--- src/rtl/uart_pkg.sv ---
// Shared constants for the UART byte receiver: FSM states, baud table, 16x oversample indices.
package uart_pkg;

    typedef enum logic [2:0] {IDLE, START, DATA, PARITY, STOP} uart_state_e;

    localparam int         TICKS_PER_BIT = 16;
    localparam logic [3:0] SAMPLE_A      = 4'd7;
    localparam logic [3:0] SAMPLE_B      = 4'd8;
    localparam logic [3:0] SAMPLE_C      = 4'd9;
    localparam logic [3:0] LAST_TICK     = 4'd15;
    localparam int         DIV_W         = 16;
    localparam int         NUM_BAUDS     = 5;

    // Indexed by baud_set; out-of-range selects fall back to entry 0.
    localparam int BAUD_TBL [NUM_BAUDS] = '{9600, 19200, 38400, 57600, 115200};

    function automatic logic [DIV_W-1:0] calc_div(input int clk_freq, input int baud);
        return DIV_W'(clk_freq / (baud * TICKS_PER_BIT));
    endfunction

endpackage

--- src/rtl/uart_byte_rx_if.sv ---
// Serial-in / byte-out signal bundle of the UART receiver.
interface uart_byte_rx_if;
    logic [3:0] baud_set;
    logic       rs232_rx;
    logic [7:0] data_byte;
    logic       rx_done;
    logic       frame_err;
    logic       uart_state;

    modport master (output baud_set, rs232_rx,
                    input  data_byte, rx_done, frame_err, uart_state);
    modport slave  (input  baud_set, rs232_rx,
                    output data_byte, rx_done, frame_err, uart_state);
endinterface

--- src/rtl/uart_baud_tick.sv ---
// Loadable divider producing the 16x oversample tick; clr realigns phase to the start edge.
module uart_baud_tick
    import uart_pkg::*;
(
    input  logic             clk,
    input  logic             rst_n,
    input  logic             en,
    input  logic             clr,
    input  logic [DIV_W-1:0] div,
    output logic             tick
);

    logic [DIV_W-1:0] cnt;
    logic             wrap;

    assign wrap = (cnt == div - DIV_W'(1));
    assign tick = en && !clr && wrap;

    always_ff @(posedge clk or negedge rst_n) begin
        if (!rst_n)
            cnt <= '0;
        else if (clr || !en || wrap)
            cnt <= '0;
        else
            cnt <= cnt + DIV_W'(1);
    end

endmodule

--- src/rtl/uart_byte_rx.sv ---
// 16x oversampled UART byte receiver (8N1; even parity bit added when UART_RX_PARITY_EN is defined).
module uart_byte_rx
    import uart_pkg::*;
#(
    parameter int CLK_FREQ = 50_000_000
) (
    input logic           clk,
    input logic           rst_n,
    uart_byte_rx_if.slave bus
);

    localparam logic [DIV_W-1:0] DIV_TBL [NUM_BAUDS] = '{
        calc_div(CLK_FREQ, BAUD_TBL[0]), calc_div(CLK_FREQ, BAUD_TBL[1]),
        calc_div(CLK_FREQ, BAUD_TBL[2]), calc_div(CLK_FREQ, BAUD_TBL[3]),
        calc_div(CLK_FREQ, BAUD_TBL[4])};

    uart_state_e      state, state_nxt;
    logic             rx_s1, rx_s2, rx_s3;
    logic             fall;
    logic [3:0]       baud_q;
    logic [DIV_W-1:0] div;
    logic             tick;
    logic [3:0]       tick_idx;
    logic [2:0]       bit_cnt;
    logic [1:0]       smp;
    logic             maj;
    logic [7:0]       shreg;
    logic             par_err;
    logic             stop_smp, done_nxt, ferr_nxt;
    logic [7:0]       data_byte_q;
    logic             rx_done_q, frame_err_q;

    // Synchronizer resets to idle-high so release never fakes a start edge.
    always_ff @(posedge clk or negedge rst_n) begin
        if (!rst_n) begin
            rx_s1 <= 1'b1;
            rx_s2 <= 1'b1;
            rx_s3 <= 1'b1;
        end else begin
            rx_s1 <= bus.rs232_rx;
            rx_s2 <= rx_s1;
            rx_s3 <= rx_s2;
        end
    end

    assign fall = rx_s3 & ~rx_s2;
    assign maj  = (smp[0] & smp[1]) | (smp[0] & rx_s2) | (smp[1] & rx_s2);

    always_comb begin
        case (baud_q)
            4'd1:    div = DIV_TBL[1];
            4'd2:    div = DIV_TBL[2];
            4'd3:    div = DIV_TBL[3];
            4'd4:    div = DIV_TBL[4];
            default: div = DIV_TBL[0];
        endcase
    end

    uart_baud_tick u_tick (
        .clk   (clk),
        .rst_n (rst_n),
        .en    (state != IDLE),
        .clr   (state == IDLE && fall),
        .div   (div),
        .tick  (tick)
    );

    always_ff @(posedge clk or negedge rst_n) begin
        if (!rst_n)
            state <= IDLE;
        else
            state <= state_nxt;
    end

    always_comb begin
        state_nxt = state;
        stop_smp  = 1'b0;
        done_nxt  = 1'b0;
        ferr_nxt  = 1'b0;
        case (state)
            IDLE:
                if (fall) state_nxt = START;
            START:
                if (tick && tick_idx == SAMPLE_C && maj)
                    state_nxt = IDLE;
                else if (tick && tick_idx == LAST_TICK)
                    state_nxt = DATA;
            DATA:
                if (tick && tick_idx == LAST_TICK && bit_cnt == 3'd7)
`ifdef UART_RX_PARITY_EN
                    state_nxt = PARITY;
            PARITY:
                if (tick && tick_idx == LAST_TICK)
`endif
                    state_nxt = STOP;
            STOP: begin
                // Leave at mid-bit so a back-to-back start edge is not missed.
                stop_smp = tick && tick_idx == SAMPLE_C;
                done_nxt = stop_smp && maj && !par_err;
                ferr_nxt = stop_smp && !(maj && !par_err);
                if (stop_smp) state_nxt = IDLE;
            end
            default:
                state_nxt = IDLE;
        endcase
    end

    always_ff @(posedge clk or negedge rst_n) begin
        if (!rst_n) begin
            baud_q      <= '0;
            tick_idx    <= '0;
            bit_cnt     <= '0;
            smp         <= '0;
            shreg       <= '0;
            data_byte_q <= '0;
            rx_done_q   <= 1'b0;
            frame_err_q <= 1'b0;
        end else begin
            rx_done_q   <= done_nxt;
            frame_err_q <= ferr_nxt;
            if (done_nxt) data_byte_q <= shreg;
            if (state == IDLE) begin
                tick_idx <= '0;
                bit_cnt  <= '0;
                if (fall) begin
                    baud_q <= bus.baud_set;
                    shreg  <= '0;
                    smp    <= '0;
                end
            end else if (tick) begin
                tick_idx <= tick_idx + 4'd1;
                if (tick_idx == SAMPLE_A) smp[0] <= rx_s2;
                if (tick_idx == SAMPLE_B) smp[1] <= rx_s2;
                if (state == DATA && tick_idx == SAMPLE_C) shreg <= {maj, shreg[7:1]};
                if (state == DATA && tick_idx == LAST_TICK) bit_cnt <= bit_cnt + 3'd1;
            end
        end
    end

`ifdef UART_RX_PARITY_EN
    // Even parity: data bits plus parity bit must XOR to zero.
    always_ff @(posedge clk or negedge rst_n) begin
        if (!rst_n)
            par_err <= 1'b0;
        else if (state == IDLE && fall)
            par_err <= 1'b0;
        else if (state == PARITY && tick && tick_idx == SAMPLE_C)
            par_err <= (^shreg) ^ maj;
    end
`else
    assign par_err = 1'b0;
`endif

    assign bus.data_byte  = data_byte_q;
    assign bus.rx_done    = rx_done_q;
    assign bus.frame_err  = frame_err_q;
    assign bus.uart_state = (state != IDLE);

endmodule

--- src/flat_wrapper.sv ---
// flat-port wrapper written by rule: the top's interface ports become plain ports
module uart_byte_rx_flat import uart_pkg::*;
#(
    parameter int CLK_FREQ = 50_000_000
)
  (clk, rst_n, bus_baud_set, bus_rs232_rx, bus_data_byte, bus_rx_done, bus_frame_err, bus_uart_state);
  uart_byte_rx_if bus_i ();
  input logic clk;
  input logic rst_n;
  input wire logic [$bits(bus_i.baud_set)-1:0] bus_baud_set;
  input wire logic [$bits(bus_i.rs232_rx)-1:0] bus_rs232_rx;
  output wire logic [$bits(bus_i.data_byte)-1:0] bus_data_byte;
  output wire logic [$bits(bus_i.rx_done)-1:0] bus_rx_done;
  output wire logic [$bits(bus_i.frame_err)-1:0] bus_frame_err;
  output wire logic [$bits(bus_i.uart_state)-1:0] bus_uart_state;
  assign bus_i.baud_set = bus_baud_set;
  assign bus_i.rs232_rx = bus_rs232_rx;
  assign bus_data_byte = bus_i.data_byte;
  assign bus_rx_done = bus_i.rx_done;
  assign bus_frame_err = bus_i.frame_err;
  assign bus_uart_state = bus_i.uart_state;
  uart_byte_rx #(.CLK_FREQ(CLK_FREQ)) u_core (.clk(clk), .rst_n(rst_n), .bus(bus_i));
endmodule
--- config.mk ---
export PLATFORM = sky130hd
export DESIGN_NAME = uart_byte_rx_flat
export DESIGN_NICKNAME = d
export VERILOG_FILES = /design/src/rtl/uart_pkg.sv /design/src/rtl/uart_byte_rx_if.sv /design/src/rtl/uart_baud_tick.sv /design/src/rtl/uart_byte_rx.sv /design/src/flat_wrapper.sv
export SDC_FILE = /design/constraint.sdc
export NUM_CORES = 1
export LEC_CHECK = 0
export CAP_MARGIN = 20
export CORE_MARGIN = 10
export CORE_UTILIZATION = 52
export CTS_CLUSTER_DIAMETER = 200
export DETAILED_ROUTE_END_ITERATION = 16
export PLACE_DENSITY = 0.77
export SYNTH_ARGS = -nofsm -noshare
export SYNTH_HDL_FRONTEND = slang
export SYNTH_SLANG_ARGS = --single-unit
--- constraint.sdc ---
create_clock -name clk -period 3.65 [get_ports clk]
set_clock_uncertainty 0.15 [all_clocks]
set_input_delay 1.095 -clock clk [delete_from_list [all_inputs] [get_ports clk]]
set_output_delay 1.095 -clock clk [all_outputs]
set_load 0.01 [all_outputs]
### Yosys cells after proc, flatten, opt, wreduce, memory -nomap -nowiden

Index checks and enable logic that the tools add are counted.

| storage, ports and cells | value |
|---|---|
| bits in registers | 53 |
| input bits | 7 |
| output and inout port bits | 11 |
| logic and storage cells | 94 |

| operators by class | value |
|---|---|
| add/subtract/negate cells | 4 |
| eq/ne operators | 17 |
| muxes and demuxes | 24 |
| bitwise gates (word level) | 7 |
| reductions and logical operators | 28 |

Operator list:

| operator | count |
|---|---|
| $pmux 9 s4 | 1 |
| $mux 8 | 4 |
| $mux 3 | 8 |
| $add 16x1->16 const B | 1 |
| $eq 16x16->1 | 1 |
| $mux 16 | 1 |
| $eq 4x4->1 const B | 3 |
| $pmux 3 s4 | 1 |
| $logic_and 1x1->1 | 10 |
| $reduce_bool 2->1 | 5 |
| $sub 9x1->10 const B | 1 |
| $reduce_and 3->1 | 3 |
| $eq 4x2->1 const B | 2 |
| $eq 4x3->1 const B | 2 |
| $mux 4 | 2 |
| $eq 3x3->1 const B | 2 |
| $mux 2 | 3 |
| $ne 2x1->1 const B | 3 |
| $add 4x1->4 const B | 1 |
| $and 1x1->1 | 4 |
| $eq 4x1->1 const B | 1 |
| $mux 1 | 4 |
| $reduce_and 2->1 | 2 |
| $reduce_and 4->1 | 1 |
| other kinds (10) | 14 |

### Depth between registers and ports, before layout

Gate-level depths: netlist of run 1.

| depth | value |
|---|---|
| word-level depth | 10 |
| gate-level depth with buffers | 12 |
| gate-level depth less buffers | 10 |

### Hierarchy

Synthesis of run 1 repeated with hierarchy kept, for this count alone.

| second synthesis, totals | value |
|---|---|
| cells, all modules | 318 |
| area, all modules | 3210.6 um^2 |

By module, submodules not included:

| module | times used | cells an instance | area each (um^2) | sequential area each (um^2) |
|---|---|---|---|---|
| uart_byte_rx | 1 | 140 | 1732.9 | 929.6 |
| uart_baud_tick | 1 | 178 | 1477.7 | 400.4 |

### Worst setup path before layout of run 1

OpenSTA, ideal clock, no wires.

| path | value |
|---|---|
| path type | flip-flop to flip-flop |
| from | reg u_core.baud_q[2] |
| to | reg u_core.data_byte_q[0], in the netlist u_core.bus.data_byte[0] |
| setup time | 0.125 ns |
| arrival time | 3.201 ns |
| slack | 0.174 ns |
| cell stages (with the launch flop) | 12 |
| path buffers | 2 |
| period minus slack after synthesis | 3.476 ns |
| cell sequence | dfrtp_1 -> clkbuf_1 -> nor3b_1 -> o21ai_0 -> ha_1 -> mux2i_1 -> or3_1 -> a32o_1 -> or4_1 -> buf_6 -> nor4_4 -> mux2_2 |

| on the way | value |
|---|---|
| cells in the longest elaborated chain, start to end | 8 |
| elaborated cells between the ends (all ways) | 11 |
| classes of those cells | add/sub: 1; eq/ne: 5; mux: 2; reduce/logical: 3 |

Ends and longest elaborated chain:

| element | line | text |
|---|---|---|
| from (decl) | uart_byte_rx.sv:20 | `logic [3:0] baud_q;` |
| from (signal assigned) | uart_byte_rx.sv:126 | `baud_q <= bus.baud_set;` |
| $eq 4x3->1, or another cell as far along | uart_byte_rx.sv:50 | `case (baud_q)` |
| $pmux 9 s4 (*) | uart_byte_rx.sv:50 |  |
| $sub 9x1->10 (*) | uart_baud_tick.sv:16 | `assign wrap = (cnt == div - DIV_W'(1));` |
| $eq 16x16->1 (*) | uart_baud_tick.sv:16 |  |
| $logic_and 1x1->1 (*) | uart_baud_tick.sv:17 | `assign tick = en && !clr && wrap;` |
| $logic_and 1x1->1 (*) | uart_byte_rx.sv:98 | `stop_smp = tick && tick_idx == SAMPLE_C;` |
| $logic_and 1x1->1 (*) | uart_byte_rx.sv:99 | `done_nxt = stop_smp && maj && !par_err;` |
| $mux 1 (*) | uart_byte_rx.sv:80 | `case (state)` |
| via u_core.done_nxt | uart_byte_rx.sv:29 | `logic stop_smp, done_nxt, ferr_nxt;` |
| to (signal assigned) | uart_byte_rx.sv:121 | `if (done_nxt) data_byte_q <= shreg;` |
| to (decl) | uart_byte_rx.sv:30 | `logic [7:0] data_byte_q;` |

The timed path passes the listed nets; every way through them passes the cells marked *.
A chain may end at the register's enable or synchronous reset.

### Worst setup path after layout of run 1

| path | value |
|---|---|
| from | reg u_core.baud_q[0] |
| to | reg u_core.data_byte_q[6], in the netlist u_core.bus.data_byte[6] |

The elaborated chain is that of the path after synthesis.

==> flow_metrics.env, run 1 <==
export IMPL_synth_edff_count=0
export IMPL_wire_per_inst_um=14.4
export IMPL_chipHeight_um=91.0
export IMPL_leakage_nw=1.36
export IMPL_synthesis_instances=249
export IMPL_arrival_ns=3.49
export IMPL_vias_per_cell=5.46
export IMPL_p_total_mw=1.60
export IMPL_drtIter0Drc=119
export IMPL_vdd_drop_max_mv=0.291
export IMPL_syn_avg_cell_area_um2=10.5
export IMPL_hold_violations=0
export IMPL_synthToLayoutAreaGrowth_pct=15.6
export IMPL_fin_util_pct=63.0
export IMPL_status="finished, final reports clean"
export IMPL_grt_util_all_layers_pct=12.3
export IMPL_post_dp_hpwl_mm=3.54
export IMPL_cts_max_level=2
export IMPL_drive_above_1_share_pct=15.6
export IMPL_layout_setup_ws_ns=0.202
export IMPL_crit_path_end_kind="flip-flop"
export IMPL_place_area_um2=2900
export IMPL_grt_pass1_vias=1805
export IMPL_clock_latency_ns=0.31
export IMPL_gp_congestion=0.874
export IMPL_diodes=0
export IMPL_pwr_share_clk_pct=25.6
export IMPL_antenna_found_initial=0
export IMPL_drt_first_pass_iters=4
export IMPL_netlist_area_um2=2620
export IMPL_ios=18
export IMPL_finalCritPeriodShare_pct=94.5
export IMPL_worst_slew_pin_transition_ns=0.611
export IMPL_synth_cell_types=45
export IMPL_synth_nets=263
export IMPL_cp_required_ns=3.70
export IMPL_start_util_pct=54.5
export IMPL_worst_r2r_path_depth=10
export IMPL_clock_path_buffers=2
export IMPL_ant_nets=0
export IMPL_pwr_share_comb_pct=27.9
export IMPL_grt_setup_unrepaired="no"
export IMPL_ys_seq_area_share_pct=50.7
export IMPL_min_path_type="flip-flop to flip-flop"
export IMPL_die_area_um2=8290
export IMPL_grt_pass1_wl_mm=8.63
export IMPL_fin_nets=288
export IMPL_fillers=422
export IMPL_max_cap_violations=0
export IMPL_num_rows=25
export IMPL_vias=1867
export IMPL_routed_wirelength_mm=4.91
export IMPL_core_um2=4820
export IMPL_report_final_slew_viol_count=0
export IMPL_setup_viol=0
export IMPL_cts_root_buffer="clkbuf_8"
export IMPL_switching_power_mw=0.523
export IMPL_cts_sinks=53
export IMPL_cts_buffers=5
export IMPL_pwr_density_cell_nw_per_um2=527
export IMPL_fmax_ghz=0.290
export IMPL_async_flop_share_pct=100
export IMPL_seq_power_share_pct=46.5
export IMPL_synth_flop_cell="dfrtp_1"
export IMPL_die_x_um=91.0
export IMPL_overflow=0
export IMPL_cts_tree="yes"
export IMPL_io_buffers=17
export IMPL_hold_buffers=0
export IMPL_hold_depth=0
export IMPL_tns_ns=0
export IMPL_switching_share_pct=32.7
export IMPL_worst_setup_path_start_kind="flip-flop"
export IMPL_post_route_min_period_ns=3.45
export IMPL_drc_errors=0
export IMPL_path_clk_slew_ns=0.09
export IMPL_synth_seq_cells=53
export IMPL_post_cts_setup_buffers=0
export IMPL_yosys_warnings=0
export IMPL_grt_max_degree=26
export IMPL_post_place_ws_ns=-0.0514
export IMPL_final_cell_area_um2=3030
export IMPL_path_class="flip-flop to flip-flop"
export IMPL_slew_headroom_pct=59.1
export IMPL_critPathMaxFanout=15
export IMPL_internal_power_mw=1.08
final cells by class:
class	count	area [um2]	share of cell area [%]
flip-flops and latches	53	1330	43.9
multi-input cells	182	1240	41.0
repair buffers	27	240	7.92
clock buffers	7	86.3	2.85
well taps	67	83.8	2.76
clock inverters	1	30.0	0.990
inverters	5	18.8	0.619
per-layer routing:
layer | vias up | track usage (%) | part of all wire, %
met5 | - | 0 | 0
met4 | 0 | 4.31 | 1.3
met3 | 8 | 3.29 | 4.1
met2 | 26 | 18.3 | 46
met1 | 912 | 16.7 | 49
li1 | 921 | - | -
metrics by stage:
| stage | std cells | hold WS [ns] |
|---|---|---|
| 5_1_grt | 342 | 0.215 |
| 6_report | 342 | 0.211 |
| 3_5_place_dp | 334 | 0.197 |
| 2_1_floorplan | 249 | 0.195 |
| 3_3_place_gp | 334 | 0.195 |
| 4_1_cts | 342 | 0.211 |
path summary, 6_finish.rpt:
kind                                               from                                   to  slack [ns]
max                        u_core.baud_q[0]$_DFFE_PN0P_  u_core.bus.data_byte[6]$_DFFE_PN0P_        0.20
min                              u_core.rx_s1$_DFF_PN1_               u_core.rx_s2$_DFF_PN1_        0.21
max reg2reg                u_core.baud_q[0]$_DFFE_PN0P_  u_core.bus.data_byte[6]$_DFFE_PN0P_        0.20
min reg2reg                      u_core.rx_s1$_DFF_PN1_               u_core.rx_s2$_DFF_PN1_        0.21
max in group asynchronous                         rst_n          u_core.shreg[0]$_DFFE_PN0P_        2.22
min in group asynchronous                         rst_n        u_core.bit_cnt[1]$_DFFE_PN0P_        0.52
kinds of logic after synthesis:
logic type | after synthesis | synth area share, %
AO/OA/AOI/OAI | 31 | 8.73
buffers and inverters | 14 | 2.43
XOR/XNOR | 21 | 7.01
flip-flops | 53 | 50.7
adder cells (fa/ha/maj) | 8 | 3.72
multiplexers | 17 | 7.11
AND/OR/NAND/NOR | 105 | 20.3
registers in the layout, summed over array words and instances, names as in the netlist:
register and cells:
u_core.shreg 8, u_core.bus.data_byte 8, u_core.bus.rx_done 1, u_core.rx_s3 1, u_core.bus.frame_err 1, u_core.baud_q 4
u_core.rx_s2 1, u_core.rx_s1 1, u_core.state 3, u_core.bit_cnt 3, u_core.tick_idx 4, u_core.u_tick.cnt 16
u_core.smp 2
synth_stat cells (all sizes together), types with 4 or more instances:
library cell  number  area, um2
dfrtp             50       1250
nor2              35        134
nand2             21       78.8
mux2              13        146
nand3             12       60.1
xor2              11       96.3
o21ai             10       53.8
xnor2             10       87.6
a22o               7       61.3
and3               7       43.8
clkbuf             7       26.3
ha                 7       87.6
nor2b              6       37.5
nor3               6       30.0
inv                4       15.0
mux2i              4       40.0
nor4               4       46.3
power groups by stage:
| stage | Clock [mW] | Sequential (mW) | Combinational (mW) |
|---|---|---|---|
| 3_3_place_gp | 0 | 0.745 | 0.424 |
| 4_1_cts | 0.416 | 0.740 | 0.441 |
| 5_1_grt | 0.444 | 0.756 | 0.499 |
| 6_report | 0.409 | 0.744 | 0.447 |
| 2_1_floorplan | 0 | 0.705 | 0.341 |
| 3_5_place_dp | 0 | 0.748 | 0.440 |
critical path, stage by stage, from the launching register on:
cell and delay, ns:
dfrtp_2 0.50, nor2b_1 0.17, o21ai_0 0.24, ha_1 0.29
mux2i_1 0.09, or3_1 0.31, a32o_1 0.25, or4_4 0.50
nor4_4 0.29, buf_4 0.21, mux2_2 0.35
cell usage in the layout (no fill, tap or decap), types with 3 or more instances in the layout:
| cell type | count |
|---|---|
| clkdlybuf4s50_1 | 16 |
| mux2i_1 | 4 |
| xor2_1 | 11 |
| a22o_1 | 7 |
| inv_1 | 4 |
| xnor2_1 | 10 |
| nor3_1 | 5 |
| nand2_1 | 21 |
| dfstp_2 | 3 |
| nor2_1 | 34 |
| dfrtp_1 | 49 |
| ha_1 | 7 |
| clkbuf_8 | 6 |
| and3_1 | 7 |
| o21ai_0 | 9 |
| nand4_1 | 3 |
| buf_4 | 10 |
| mux2_2 | 13 |
| nor2b_1 | 6 |
| a32o_1 | 3 |
| nand3_1 | 12 |
timing repair:
| action | CTS | global route |
|---|---|---|
| hold endpoints to repair | 0 | 0 |
| cloned | 0 | 0 |
| setup endpoints to repair | 9 | 14 |
| resized for setup | 1 | 3 |
Power figures use the tool's default switching activity.
==> inputs of run 2 (changes only) <==
CORE_UTILIZATION = 55   (was 52)
CTS_BUF_LIST = sky130_fd_sc_hd__clkbuf_4   (was unset)
PLACE_DENSITY = 0.8   (was 0.77)
==> flow_metrics.env, run 2 (synthesis results as in run 1) <==
export IMPL_status="finished, final reports clean"
export IMPL_max_stage_delay_ns=0.52
export IMPL_cp_slowest_cell="dfrtp_2"
export IMPL_cp_required_ns=3.77
export IMPL_pwr_density_cell_nw_per_um2=490
export IMPL_drtIter0Drc=130
export IMPL_wire_per_inst_um=14.9
export IMPL_gp_congestion=0.878
export IMPL_leakage_nw=1.33
export IMPL_multi_input_area_um2=1240
export IMPL_synthToLayoutAreaGrowth_pct=12.8
export IMPL_fillers=374
export IMPL_drt_first_pass_iters=5
export IMPL_crit_chain="nor2b_1 -> o21ai_0 -> ha_1 -> mux2i_1 -> or3_1 -> a32o_1 -> or4_1 -> buf_4 -> nor3_1 -> nand4b_1 -> mux2_2"
export IMPL_setup_viol=0
export IMPL_hold_violations=0
export IMPL_antenna_found_initial=0
export IMPL_grt_pass1_wl_mm=8.27
export IMPL_io_buffers=17
export IMPL_overflow=0
export IMPL_regMostFlops="u_core.u_tick.cnt"
export IMPL_cts_max_level=2
export IMPL_fin_nets=288
export IMPL_finalCritPeriodShare_pct=94.8
export IMPL_cts_buffers=5
export IMPL_num_rows=25
export IMPL_path_class="flip-flop to flip-flop"
export IMPL_regArea_um2=1330
export IMPL_vdd_drop_max_mv=0.232
export IMPL_crit_path_end_kind="flip-flop"
export IMPL_grt_max_degree=34
export IMPL_routed_wirelength_mm=4.89
export IMPL_post_cts_setup_buffers=0
export IMPL_die_x_um=89.1
export IMPL_largest_reg_flops=16
export IMPL_chipHeight_um=89.1
export IMPL_worst_setup_path_start_kind="flip-flop"
export IMPL_cts_root_buffer="clkbuf_4"
export IMPL_cts_tree="yes"
export IMPL_vias=1880
export IMPL_post_route_min_period_ns=3.46
export IMPL_grt_pass1_vias=1802
export IMPL_grt_setup_unrepaired="no"
export IMPL_diodes=0
export IMPL_fmax_ghz=0.289
export IMPL_arrival_ns=3.58
export IMPL_path_clk_slew_ns=0.15
export IMPL_clock_latency_ns=0.38
export IMPL_report_final_slew_viol_count=0
export IMPL_tns_ns=0
export IMPL_clock_path_buffers=2
export IMPL_core_um2=4660
export IMPL_vias_per_cell=5.71
export IMPL_slew_headroom_pct=53.8
export IMPL_cts_resized=0
export IMPL_hold_buffers=0
export IMPL_start_util_pct=56.3
export IMPL_min_path_type="flip-flop to flip-flop"
export IMPL_ios=18
export IMPL_final_cell_mix="dfrtp_1 (48), nor2_1 (34), nand2_1 (21)"
export IMPL_post_dp_hpwl_mm=3.53
export IMPL_max_cap_violations=0
export IMPL_cts_sinks=53
export IMPL_die_area_um2=7930
export IMPL_worst_slew_pin_transition_ns=0.694
export IMPL_ant_nets=0
export IMPL_critPathMaxFanout=15
export IMPL_drc_errors=0
export IMPL_drive_above_1_share_pct=16.0
export IMPL_grt_util_all_layers_pct=13.0
export IMPL_whs_ns=0.219
export IMPL_final_common_cell="dfrtp_1"
run 2: changes by cell type in the layout (fill, tap and decap cells not counted), sizes merged:
cell,change
clkinvlp,+1
clkinv,+1
bufinv,-1
clkbuf,-2
inv,+1
run 2: where the power goes:
part / internal, mW / switching (mW)
registers: 0.644 / 0.104
logic: 0.210 / 0.228
clock network: 0.0767 / 0.188
run 2: routing by layer:
metal,vias to the layer above,part of all wire (%),track usage [%]
li1,925,-,-
met1,909,48,17.6
met2,41,47,20.3
met3,5,4.1,2.10
met4,0,1.1,5.35
met5,-,0,0
run 2: layout make-up:
class,instances,share of cell area (%)
clock buffers,5,1.27
clock inverters,3,0.719
inverters,5,0.634
multi-input cells,182,41.9
flip-flops and latches,53,45.0
well taps,54,2.28
repair buffers,27,8.12
run 2: worst paths after layout:
path | end | from | depth (start not counted) | slack [ns]
worst min-delay path | u_core.rx_s2$_DFF_PN1_ | u_core.rx_s1$_DFF_PN1_ | 0 | 0.22
worst max-delay path | u_core.smp[0]$_DFFE_PN0P_ | u_core.baud_q[0]$_DFFE_PN0P_ | 11 | 0.19
min in group asynchronous | u_core.u_tick.cnt[9]$_DFF_PN0_ | rst_n | 1 | 0.59
worst min register to register | u_core.rx_s2$_DFF_PN1_ | u_core.rx_s1$_DFF_PN1_ | 0 | 0.22
max in group asynchronous | u_core.rx_s2$_DFF_PN1_ | rst_n | 2 | 2.07
worst max register to register | u_core.smp[0]$_DFFE_PN0P_ | u_core.baud_q[0]$_DFFE_PN0P_ | 11 | 0.19
run 2: critical path: cells and delay by family, from the launching register on:
family	cells	cell delay, ns
adder cells (fa/ha/maj)	1	0.26
flip-flops	1	0.52
AND/OR/NAND/NOR	5	1.42
multiplexers	2	0.37
buffers and inverters	1	0.21
AO/OA/AOI/OAI	2	0.42
run 2: per-stage QoR:
step / area, um2 / setup slack, ns / power, mW / utilization, % / std cells
6_report: 2960 / 0.191 / 1.45 / 63.5 / 329
5_1_grt: 2960 / 0.00619 / 1.54 / 63.5 / 329
4_1_cts: 2950 / 0.0830 / 1.46 / 63.2 / 329
3_5_place_dp: 2890 / 0.0973 / 1.18 / 61.9 / 321
3_3_place_gp: 2890 / 0.216 / 1.17 / 61.9 / 321
2_1_floorplan: 2620 / 0.174 / 1.05 / - / 249
